--- src/rtl/pipe_ctrl.sv ---
// Pipeline control for a five-stage in-order core.
//
// Tracks in-flight destination registers in a three-entry scoreboard (EXE, MEM, WB)
// and stalls decode on a read-after-write hazard, because the register file has no
// write-through bypass. It also squashes the wrong-path fetch on a taken control
// transfer and drains the pipeline after HALT.
//
// Ports:
//   clk, rst                 clock and synchronous active-high reset
//   dec_rs/dec_rt(_vld)      decode source registers and their read flags
//   dec_wr_reg, dec_wr_vld   decode destination register and its write flag
//   dec_pcsrc                taken control transfer in decode
//   dec_halt                 decode instruction is HALT
//   mem_stall                data memory busy; freezes the whole pipeline
//   pc_en, ftch_dec_en       PC and fetch/decode register load enables
//   ftch_dec_flush           fetch/decode register loads NOP instead of the fetched word
//   dec_exe_en, exe_mem_en,
//   mem_wb_en                stage register enables
//   dec_exe_bubble           decode/execute register loads an all-zero control word
//   halt_done                HALT has retired; sticky until reset
//   err                      illegal condition detected
module pipe_ctrl (
    input  logic       clk,
    input  logic       rst,
    input  logic [2:0] dec_rs,
    input  logic [2:0] dec_rt,
    input  logic       dec_rs_vld,
    input  logic       dec_rt_vld,
    input  logic [2:0] dec_wr_reg,
    input  logic       dec_wr_vld,
    input  logic       dec_pcsrc,
    input  logic       dec_halt,
    input  logic       mem_stall,
    output logic       pc_en,
    output logic       ftch_dec_en,
    output logic       ftch_dec_flush,
    output logic       dec_exe_en,
    output logic       exe_mem_en,
    output logic       mem_wb_en,
    output logic       dec_exe_bubble,
    output logic       halt_done,
    output logic       err
);

    typedef enum logic [1:0] {
        StRun    = 2'b00,
        StDrain  = 2'b01,
        StHalted = 2'b10,
        StBad    = 2'b11
    } state_e;

    state_e     state_q;
    logic [1:0] cnt_q;
    logic       exe_vld_q, mem_vld_q, wb_vld_q;
    logic [2:0] exe_reg_q, mem_reg_q, wb_reg_q;
    // The word now sitting in the fetch/decode register was loaded as a flushed NOP.
    logic       nop_q;

    logic rs_hit, rt_hit, hazard, issue;

    always_comb begin
        rs_hit = (exe_vld_q && (exe_reg_q == dec_rs)) ||
                 (mem_vld_q && (mem_reg_q == dec_rs)) ||
                 (wb_vld_q  && (wb_reg_q  == dec_rs));
        rt_hit = (exe_vld_q && (exe_reg_q == dec_rt)) ||
                 (mem_vld_q && (mem_reg_q == dec_rt)) ||
                 (wb_vld_q  && (wb_reg_q  == dec_rt));
        hazard = (dec_rs_vld && rs_hit) || (dec_rt_vld && rt_hit);
        issue  = (state_q == StRun) && !hazard && !nop_q;
    end

    always_comb begin
        pc_en          = 1'b0;
        ftch_dec_en    = 1'b0;
        ftch_dec_flush = 1'b0;
        dec_exe_en     = 1'b0;
        exe_mem_en     = 1'b0;
        mem_wb_en      = 1'b0;
        dec_exe_bubble = 1'b0;
        err            = 1'b0;
        unique case (state_q)
            StRun: begin
                dec_exe_en = 1'b1;
                exe_mem_en = 1'b1;
                mem_wb_en  = 1'b1;
                if (hazard) begin
                    dec_exe_bubble = 1'b1;
                end else begin
                    pc_en          = 1'b1;
                    ftch_dec_en    = 1'b1;
                    ftch_dec_flush = dec_pcsrc;
                    err            = dec_pcsrc && dec_halt;
                end
            end
            StDrain: begin
                dec_exe_en     = 1'b1;
                exe_mem_en     = 1'b1;
                mem_wb_en      = 1'b1;
                dec_exe_bubble = 1'b1;
            end
            StHalted: begin
            end
            StBad: begin
                err = 1'b1;
            end
        endcase
        // A memory stall freezes everything, whatever the state wants.
        if (mem_stall) begin
            pc_en          = 1'b0;
            ftch_dec_en    = 1'b0;
            ftch_dec_flush = 1'b0;
            dec_exe_en     = 1'b0;
            exe_mem_en     = 1'b0;
            mem_wb_en      = 1'b0;
            dec_exe_bubble = 1'b0;
        end
        halt_done = (state_q == StHalted);
    end

    always_ff @(posedge clk) begin
        if (rst) begin
            state_q   <= StRun;
            cnt_q     <= 2'd0;
            exe_vld_q <= 1'b0;
            mem_vld_q <= 1'b0;
            wb_vld_q  <= 1'b0;
            exe_reg_q <= 3'd0;
            mem_reg_q <= 3'd0;
            wb_reg_q  <= 3'd0;
            nop_q     <= 1'b0;
        end else begin
            unique case (state_q)
                StRun: begin
                    if (!mem_stall && !hazard && dec_halt) begin
                        state_q <= StDrain;
                        cnt_q   <= 2'd3;
                    end
                end
                StDrain: begin
                    if (!mem_stall) begin
                        if (cnt_q <= 2'd1) begin
                            state_q <= StHalted;
                        end
                        if (cnt_q != 2'd0) begin
                            cnt_q <= cnt_q - 2'd1;
                        end
                    end
                end
                StHalted: begin
                end
                StBad: begin
                    state_q <= StHalted;
                end
            endcase

            if (!mem_stall) begin
                wb_vld_q  <= mem_vld_q;
                wb_reg_q  <= mem_reg_q;
                mem_vld_q <= exe_vld_q;
                mem_reg_q <= exe_reg_q;
                if (issue) begin
                    exe_vld_q <= dec_wr_vld;
                    exe_reg_q <= dec_wr_reg;
                end else begin
                    exe_vld_q <= 1'b0;
                    exe_reg_q <= 3'd0;
                end
                if (ftch_dec_en) begin
                    nop_q <= ftch_dec_flush;
                end
            end
        end
    end

endmodule

--- config.mk ---
export PLATFORM = sky130hd
export DESIGN_NAME = pipe_ctrl
export DESIGN_NICKNAME = d
export VERILOG_FILES = /design/src/rtl/pipe_ctrl.sv
export SDC_FILE = /design/constraint.sdc
export NUM_CORES = 1
export LEC_CHECK = 0
export ABC_AREA = 1
export CAP_MARGIN = 10
export CORE_MARGIN = 5
export CORE_UTILIZATION = 54
export CTS_CLUSTER_DIAMETER = 80
export DETAILED_ROUTE_END_ITERATION = 6
export PLACE_DENSITY = 0.95
export SYNTH_ARGS = -nofsm -noshare
export SYNTH_HDL_FRONTEND = slang
export SYNTH_SLANG_ARGS = --single-unit
--- constraint.sdc ---
create_clock -name clk -period 3.05 [get_ports clk]
set_input_delay 0.4575 -clock clk [delete_from_list [all_inputs] [get_ports clk]]
set_output_delay 0.4575 -clock clk [all_outputs]
set_load 0.02 [all_outputs]
==> results of run 1 <==
==> critical path, delay by kind of cell <==
| kind | cells | cell delay, ns |
|---|---|---|
| buffers and inverters | 3 | 1.21 |
| and+or+nand+nor | 9 | 0.73 |
==> through the flow <==
stage	total power (uW)	worst slack, ns	utilization, %
finish	896	0.191	69.6
global route	966	0.0282	69.6
CTS	900	0.0909	69.5
detailed placement	773	0.112	68.2
global placement	760	0.139	68.2
floorplan	637	0.889	-
==> timing repair <==
| item | 4_1_cts | 5_1_grt |
|---|---|---|
| resized for setup | 0 | 1 |
| endpoints found under the setup margin | 0 | 1 |
| buffers inserted | 0 | 0 |
==> kinds of logic (layout without fill, tap and decap cells) <==
kind of cell             count (synthesis)  count (layout)
AND/OR/NAND/NOR                        114             114
flip-flops                              17              17
adder cells (fa/ha/maj)                  6               6
XOR/XNOR                                 1               1
AO/OA/AOI/OAI                           27              27
buffers and inverters                   34              59
==> metal layers <==
layer	global-route usage, %	vias to the layer above	wire length [um]
li1	-	661	-
met1	21.7	547	1240
met2	29.0	32	1270
met3	3.56	7	121
met4	8.94	0	60
met5	0	-	0
==> flip-flops by register name, summed over array words and instances, names as in the netlist <==
signal / count
exe_reg_q: 3
mem_reg_q: 3
wb_reg_q: 3
cnt_q: 2
state_q: 2
exe_vld_q: 1
mem_vld_q: 1
nop_q: 1
wb_vld_q: 1
==> cells in the final DEF (no fill, tap or decap) <==
cell,n
ha_1,6
clkinv_2,1
o22ai_1,2
dlymetal6s2s_1,1
a21boi_0,1
nand2_2,1
a21oi_1,10
o21ai_0,9
inv_1,21
buf_4,3
nor2_8,1
clkdlybuf4s50_1,24
nor2_1,33
clkbuf_4,3
nand3_1,8
nand2_1,62
xnor2_1,1
inv_2,6
o21a_1,1
dfxtp_1,17
nand3_2,5
a21oi_2,4
nand2_4,4
==> power breakdown <==
part,switching (uW),internal (uW),total (uW)
combinational,268,204,472
sequential,40.0,261,301
clock,73.4,49.0,122
==> final cells by class <==
class                   count  area, um2
clock buffers               3       22.5
clock inverters             1       5.00
fillers                   205        673
inverters                  27        101
multi-input cells         148        759
flip-flops and latches     17        340
well taps                  28       35.0
repair buffers             28        275
==> how the worst min path moves through the flow <==
stage                          startpoint               endpoint  slack (ns)  depth (start not counted)
floorplan           cnt_q[1]$_SDFFE_PP0P_  cnt_q[1]$_SDFFE_PP0P_        0.45                          2
global placement    cnt_q[1]$_SDFFE_PP0P_  cnt_q[1]$_SDFFE_PP0P_        0.46                          2
detailed placement  cnt_q[1]$_SDFFE_PP0P_  cnt_q[1]$_SDFFE_PP0P_        0.47                          2
CTS                 cnt_q[1]$_SDFFE_PP0P_  cnt_q[1]$_SDFFE_PP0P_        0.49                          2
global route        cnt_q[1]$_SDFFE_PP0P_  cnt_q[1]$_SDFFE_PP0P_        0.50                          2
finish              cnt_q[1]$_SDFFE_PP0P_  cnt_q[1]$_SDFFE_PP0P_        0.48                          2
==> impl_metrics.csv, run 1 <==
group,metric,value,unit
timing,worst_pin_slew,0.421,ns
logic_synthesis,synth_compound_area_share,12.5,%
global_route,grt_usage,17.7,%
logic_synthesis,ys_warn_count,0,
drt,drcViolationCount,0,
critical_path,start_kind,"input pin",
pwr,powerDensity,582,nW/um2
timing,skew,0.00470,ns
critical_path,startpoint,"dec_rt[0]",
logic_synthesis,yosysTopAreaCell,"dfxtp_1",
timing,setup_violations,0,
run,cap_viol_max_count,0,
timing,whs,0.480,ns
critical_path,worstReg2RegStart,"state_q[1]$_SDFFE_PP0P_",
logic_synthesis,synth.area.top_cells,"dfxtp_1, nand2_1, nor2_1",
clocking,cts_tree,"built",
critical_path,slowest_stage,"clkdlybuf4s50_1",
logic_synthesis,synth_seq_cells,17,
floorplanning,die-area,3390,um2
critical_path,crit_top_cell,"nand2_1",
critical_path,cp.arrival,2.40,ns
logic_synthesis,synthFlopType,"dfxtp_1",
global_route,antenna_found_initial,0,
critical_path,rr_worst_depth,7,
logic_synthesis,ys_async_sr_fraction,0,%
status,run_status,"complete, no violations",
timing,setup_tns,0,ns
critical_path,r2r_end,"state_q[1]$_SDFFE_PP0P_",
logic_synthesis,synth_nets,222,
clocking,root_buffer,"clkbuf_4",
cells_and_area,drive_gt1_share,12.5,%
floorplanning,start_util,56.8,%
critical_path,worst-setup-path-type,"in2out",
clocking,h-tree-depth,1,
place,hpwl,2.14,mm
timing,fin_crit,2.86,ns
place,portBuffers,25,
logic_synthesis,postSynthCellCount,199,
logic_synthesis,yosysUniqueCellTypes,21,
critical_path,crit_fanout,7,
drt,dr.pass1.iters,4,
global_route,grt_pass1_vias,1152,
drt,drt-total-wl,2.70,mm
drt,viasPerCell,4.95,
critical_path,max_stage_delay,0.60,ns
logic_synthesis,post-synth-top-count-cell,"nand2_1",
cells_and_area,nets,248,
logic_synthesis,synthSimpleGateAreaFrac,41.2,%
drt,ant_nets,0,
floorplanning,core-area,2210,um2
global_route,grt_max_degree,18,
drt,vias,1247,
logic_synthesis,synthXorXnorAreaFrac,0.697,%
drt,wl_per_cell,10.7,um
clocking,clock_latency,0.30,ns
critical_path,cp-end-kind,"output pin",
logic_synthesis,synthTopCellsByCount,"nand2_1, nor2_1, inv_1",
place,dp.cells,248,
drt,first_iter_violations,35,
timing,rsz0062_at_grt,"no",
logic_synthesis,netlist.area_leader.share,27.1,%
clocking,cts_hold_buf,0,
floorplanning,dieHeight,58.3,um
floorplanning,dieWidth,58.3,um
logic_synthesis,synth_top_family_by_area,"simple AND/OR/NAND/NOR gates",
place,post_dp_cell_area,1510,um2
cells_and_area,instances_no_fill,252,
timing,maxSlewViolCount,0,
floorplanning,rows,17,
logic_synthesis,seq_area_frac_synth,27.1,%
cells_and_area,final_cell_area,1540,um2
cells_and_area,antenna_cells,0,
floorplanning,io_pins,26,
place,place_congestion,0.900,
timing,relSlewSlack,71.9,%
pwr,ir_worst_vdd,0.513,mV
timing,hold_viol,0,
critical_path,critical_path.endpoint,"ftch_dec_flush",
logic_synthesis,synth_area_per_cell,6.32,um2
clocking,cts_sinks,17,
timing,fmax,0.350,GHz
logic_synthesis,synth_fa_ha_area_share,5.97,%
clocking,clockBufferDepth,2,
hold_path,hold_class,"reg2reg",
clocking,cts_buffers,3,
logic_synthesis,synthMuxAreaShare,0,%
global_route,gr-total-overflow,0,
critical_path,cp_cell_sequence,"clkdlybuf4s50_1 > nand2_1 > nand2_1 > nor2_1 > nand2_1 > nand3_2 > nand2_4 > nand2_4 > nor2_8 > nand3_2 > inv_1 > clkdlybuf4s50_1",
cells_and_area,syn2layout_area_growth,22.4,%
critical_path,crit_required,2.59,ns
clocking,clk_pin_slew,0.09,ns
logic_synthesis,synth_edf_count,0,
logic_synthesis,syn-cell-area,1260,um2
global_route,grt_pass1_wl,4.72,mm
pwr,p_leak,0.000761,uW
critical_path,r2r_setup_slack,1.46,ns
timing,fin_crit_sh,93.7,%
Note: power is estimated with default switching activity, not from simulation.
==> inputs of run 2 (changes only) <==
--- a/config.mk
+++ b/config.mk
@@ -7,11 +7,13 @@
 export LEC_CHECK = 0
 export ABC_AREA = 1
 export CAP_MARGIN = 10
+export CELL_PAD_IN_SITES_DETAIL_PLACEMENT = 1
+export CELL_PAD_IN_SITES_GLOBAL_PLACEMENT = 1
 export CORE_MARGIN = 5
-export CORE_UTILIZATION = 54
+export CORE_UTILIZATION = 35
 export CTS_CLUSTER_DIAMETER = 80
 export DETAILED_ROUTE_END_ITERATION = 6
-export PLACE_DENSITY = 0.95
+export PLACE_DENSITY = 0.9
 export SYNTH_ARGS = -nofsm -noshare
 export SYNTH_HDL_FRONTEND = slang
 export SYNTH_SLANG_ARGS = --single-unit
==> constraint.sdc (replaced) <==
create_clock -name clk -period 3.27 [get_ports clk]
set_input_delay 0.4905 -clock clk [delete_from_list [all_inputs] [get_ports clk]]
set_output_delay 0.4905 -clock clk [all_outputs]
set_load 0.02 [all_outputs]
==> impl_metrics.csv, run 2 (synthesis gave the netlist of run 1 again) <==
group,metric,value,unit
status,run_status,"complete, no violations",
clocking,clockBufferDepth,2,
global_route,antenna_found_initial,0,
timing,skew,0.00127,ns
timing,relSlewSlack,64.6,%
place,portBuffers,25,
global_route,grt_usage,14.5,%
drt,vias,1263,
hold_path,hold_class,"reg2reg",
clocking,cts_sinks,17,
timing,fmax,0.330,GHz
global_route,gr-usage-met2,25.8,%
clocking,clk_pin_slew,0.10,ns
timing,whs,0.481,ns
drt,wl_per_cell,12.1,um
timing,rsz0062_at_grt,"no",
clocking,root_buffer,"clkbuf_4",
pwr,p_seq_share,33.5,%
clocking,h-tree-depth,1,
cells_and_area,final_common_cell,"nand2_1",
floorplanning,die-area,4890,um2
pwr,p_switching,360,uW
global_route,grt_pass1_vias,1313,
clocking,clock_latency,0.29,ns
pwr,p_leak,0.000737,uW
timing,setup_violations,0,
floorplanning,core-area,3420,um2
floorplanning,dieHeight,69.9,um
cells_and_area,final_cell_area,1550,um2
cells_and_area,instances_no_fill,269,
drt,ant_nets,0,
cells_and_area,syn2layout_area_growth,23.3,%
cells_and_area,final_cell_mix,"nand2_1, nor2_1, clkdlybuf4s50_1, inv_1, dfxtp_1",
clocking,cts_tree,"built",
global_route,grt_busiest_layer,"met2",
global_route,met1_usage,17.1,%
floorplanning,dieWidth,69.9,um
critical_path,rr_worst_depth,6,
timing,setup_tns,0,ns
cells_and_area,drive_gt1_share,11.7,%
global_route,met3_usage,2.15,%
timing,maxSlewViolCount,0,
critical_path,crit_fanout,7,
cells_and_area,reg_top3,"exe_reg_q x3, mem_reg_q x3, wb_reg_q x3",
drt,first_iter_violations,44,
clocking,post_cts_resize_count,0,
cells_and_area,antenna_cells,0,
global_route,grt_pass1_wl,5.82,mm
global_route,gr-total-overflow,0,
pwr,internal-power,478,uW
hold_path,min_from,"cnt_q[1]$_SDFFE_PP0P_",
drt,drt-total-wl,3.26,mm
clocking,cts_hold_buf,0,
floorplanning,start_util,36.8,%
critical_path,r2r_end,"cnt_q[1]$_SDFFE_PP0P_",
drt,viasPerCell,4.70,
hold_path,hold_path_end,"cnt_q[1]$_SDFFE_PP0P_",
clocking,postCtsSetupRepairBufs,0,
hold_path,whs_path_depth,2,
floorplanning,rows,21,
critical_path,cp-end-kind,"output pin",
critical_path,crit_required,2.78,ns
timing,fin_crit_sh,92.6,%
place,hpwl,2.72,mm
timing,fin_crit,3.03,ns
pwr,powerDensity,540,nW/um2
critical_path,start_kind,"input pin",
drt,dr.pass1.iters,4,
place,place_congestion,0.841,
cells_and_area,nets,247,
drt,drcViolationCount,0,
critical_path,cp.arrival,2.54,ns
pwr,ir_worst_vdd,0.322,mV
critical_path,r2r_setup_slack,1.76,ns
place,dp.cells,265,
floorplanning,io_pins,26,
timing,hold_viol,0,
pwr,power_frac_clock,13.9,%
pwr,netSwitchingFraction,42.9,%
run,cap_viol_max_count,0,
global_route,grt_max_degree,18,
pwr,pwr-share-comb,52.6,%
timing,worst_pin_slew,0.525,ns
place,post_dp_cell_area,1520,um2
critical_path,worst-setup-path-type,"in2out",
critical_path,worstReg2RegStart,"state_q[1]$_SDFFE_PP0P_",
clocking,cts_buffers,3,
[run 2: changes by cell type in the layout (fill, tap and decap cells not counted), sizes merged]
cell	before	now
clkbuf	3	4
buf	3	2
clkinv	1	0
clkdlybuf4s50	24	25
dlymetal6s2s	1	0
[run 2: worst max path at each step]
stage                       startpoint             end  slack [ns]  depth (start not counted)
2_1_floorplan  state_q[0]$_SDFFE_PP0P_  dec_exe_bubble        1.08                          5
3_3_place_gp                 dec_rt[0]             err        0.29                         12
3_5_place_dp                 dec_rs[0]             err        0.23                         12
4_1_cts                      dec_rs[0]             err        0.21                         12
5_1_grt                      dec_rs[2]             err        0.07                         13
6_report                     dec_rs[0]             err        0.24                         12
[run 2: power by group through the flow]
| stage | Clock [uW] | Combinational, uW | Sequential [uW] |
|---|---|---|---|
| after floorplan | 0 | 320 | 275 |
| after global placement | 0 | 427 | 284 |
| after detailed placement | 0 | 445 | 285 |
| after CTS | 120 | 447 | 281 |
| after global routing | 132 | 489 | 288 |
| final | 117 | 440 | 280 |
[run 2: cell type report]
type / instances / area [um2]
sequential: 17 / 340
timing repair buffer: 27 / 265
multi-input combinational: 148 / 759
inverter: 27 / 101
fill: 465 / 1870
clock buffer: 4 / 26.3
tap: 46 / 57.6
[run 2: layer usage]
metal	up-vias	routed length, um
met3	7	82
met2	20	1590
li1	662	-
met4	0	65
met5	-	0
met1	574	1530
[run 2: per-stage QoR]
| stage | total power [uW] | setup WS, ns | utilization (%) |
|---|---|---|---|
| 2_1_floorplan | 595 | 1.08 | - |
| 3_3_place_gp | 711 | 0.286 | 44.6 |
| 3_5_place_dp | 730 | 0.230 | 44.6 |
| 4_1_cts | 847 | 0.213 | 45.4 |
| 5_1_grt | 909 | 0.0669 | 45.4 |
| 6_report | 837 | 0.241 | 45.4 |
[run 2: worst max-delay path: stages]
cell and delay, ns:
clkdlybuf4s50_1 0.54, nand2_1 0.08, nand2_1 0.06, nor2_1 0.05, nand2_1 0.08, nand3_2 0.11, nand2_4 0.09, nand2_4 0.07
nor2_8 0.12, nand3_1 0.08, a21oi_1 0.14, clkdlybuf4s50_1 0.62
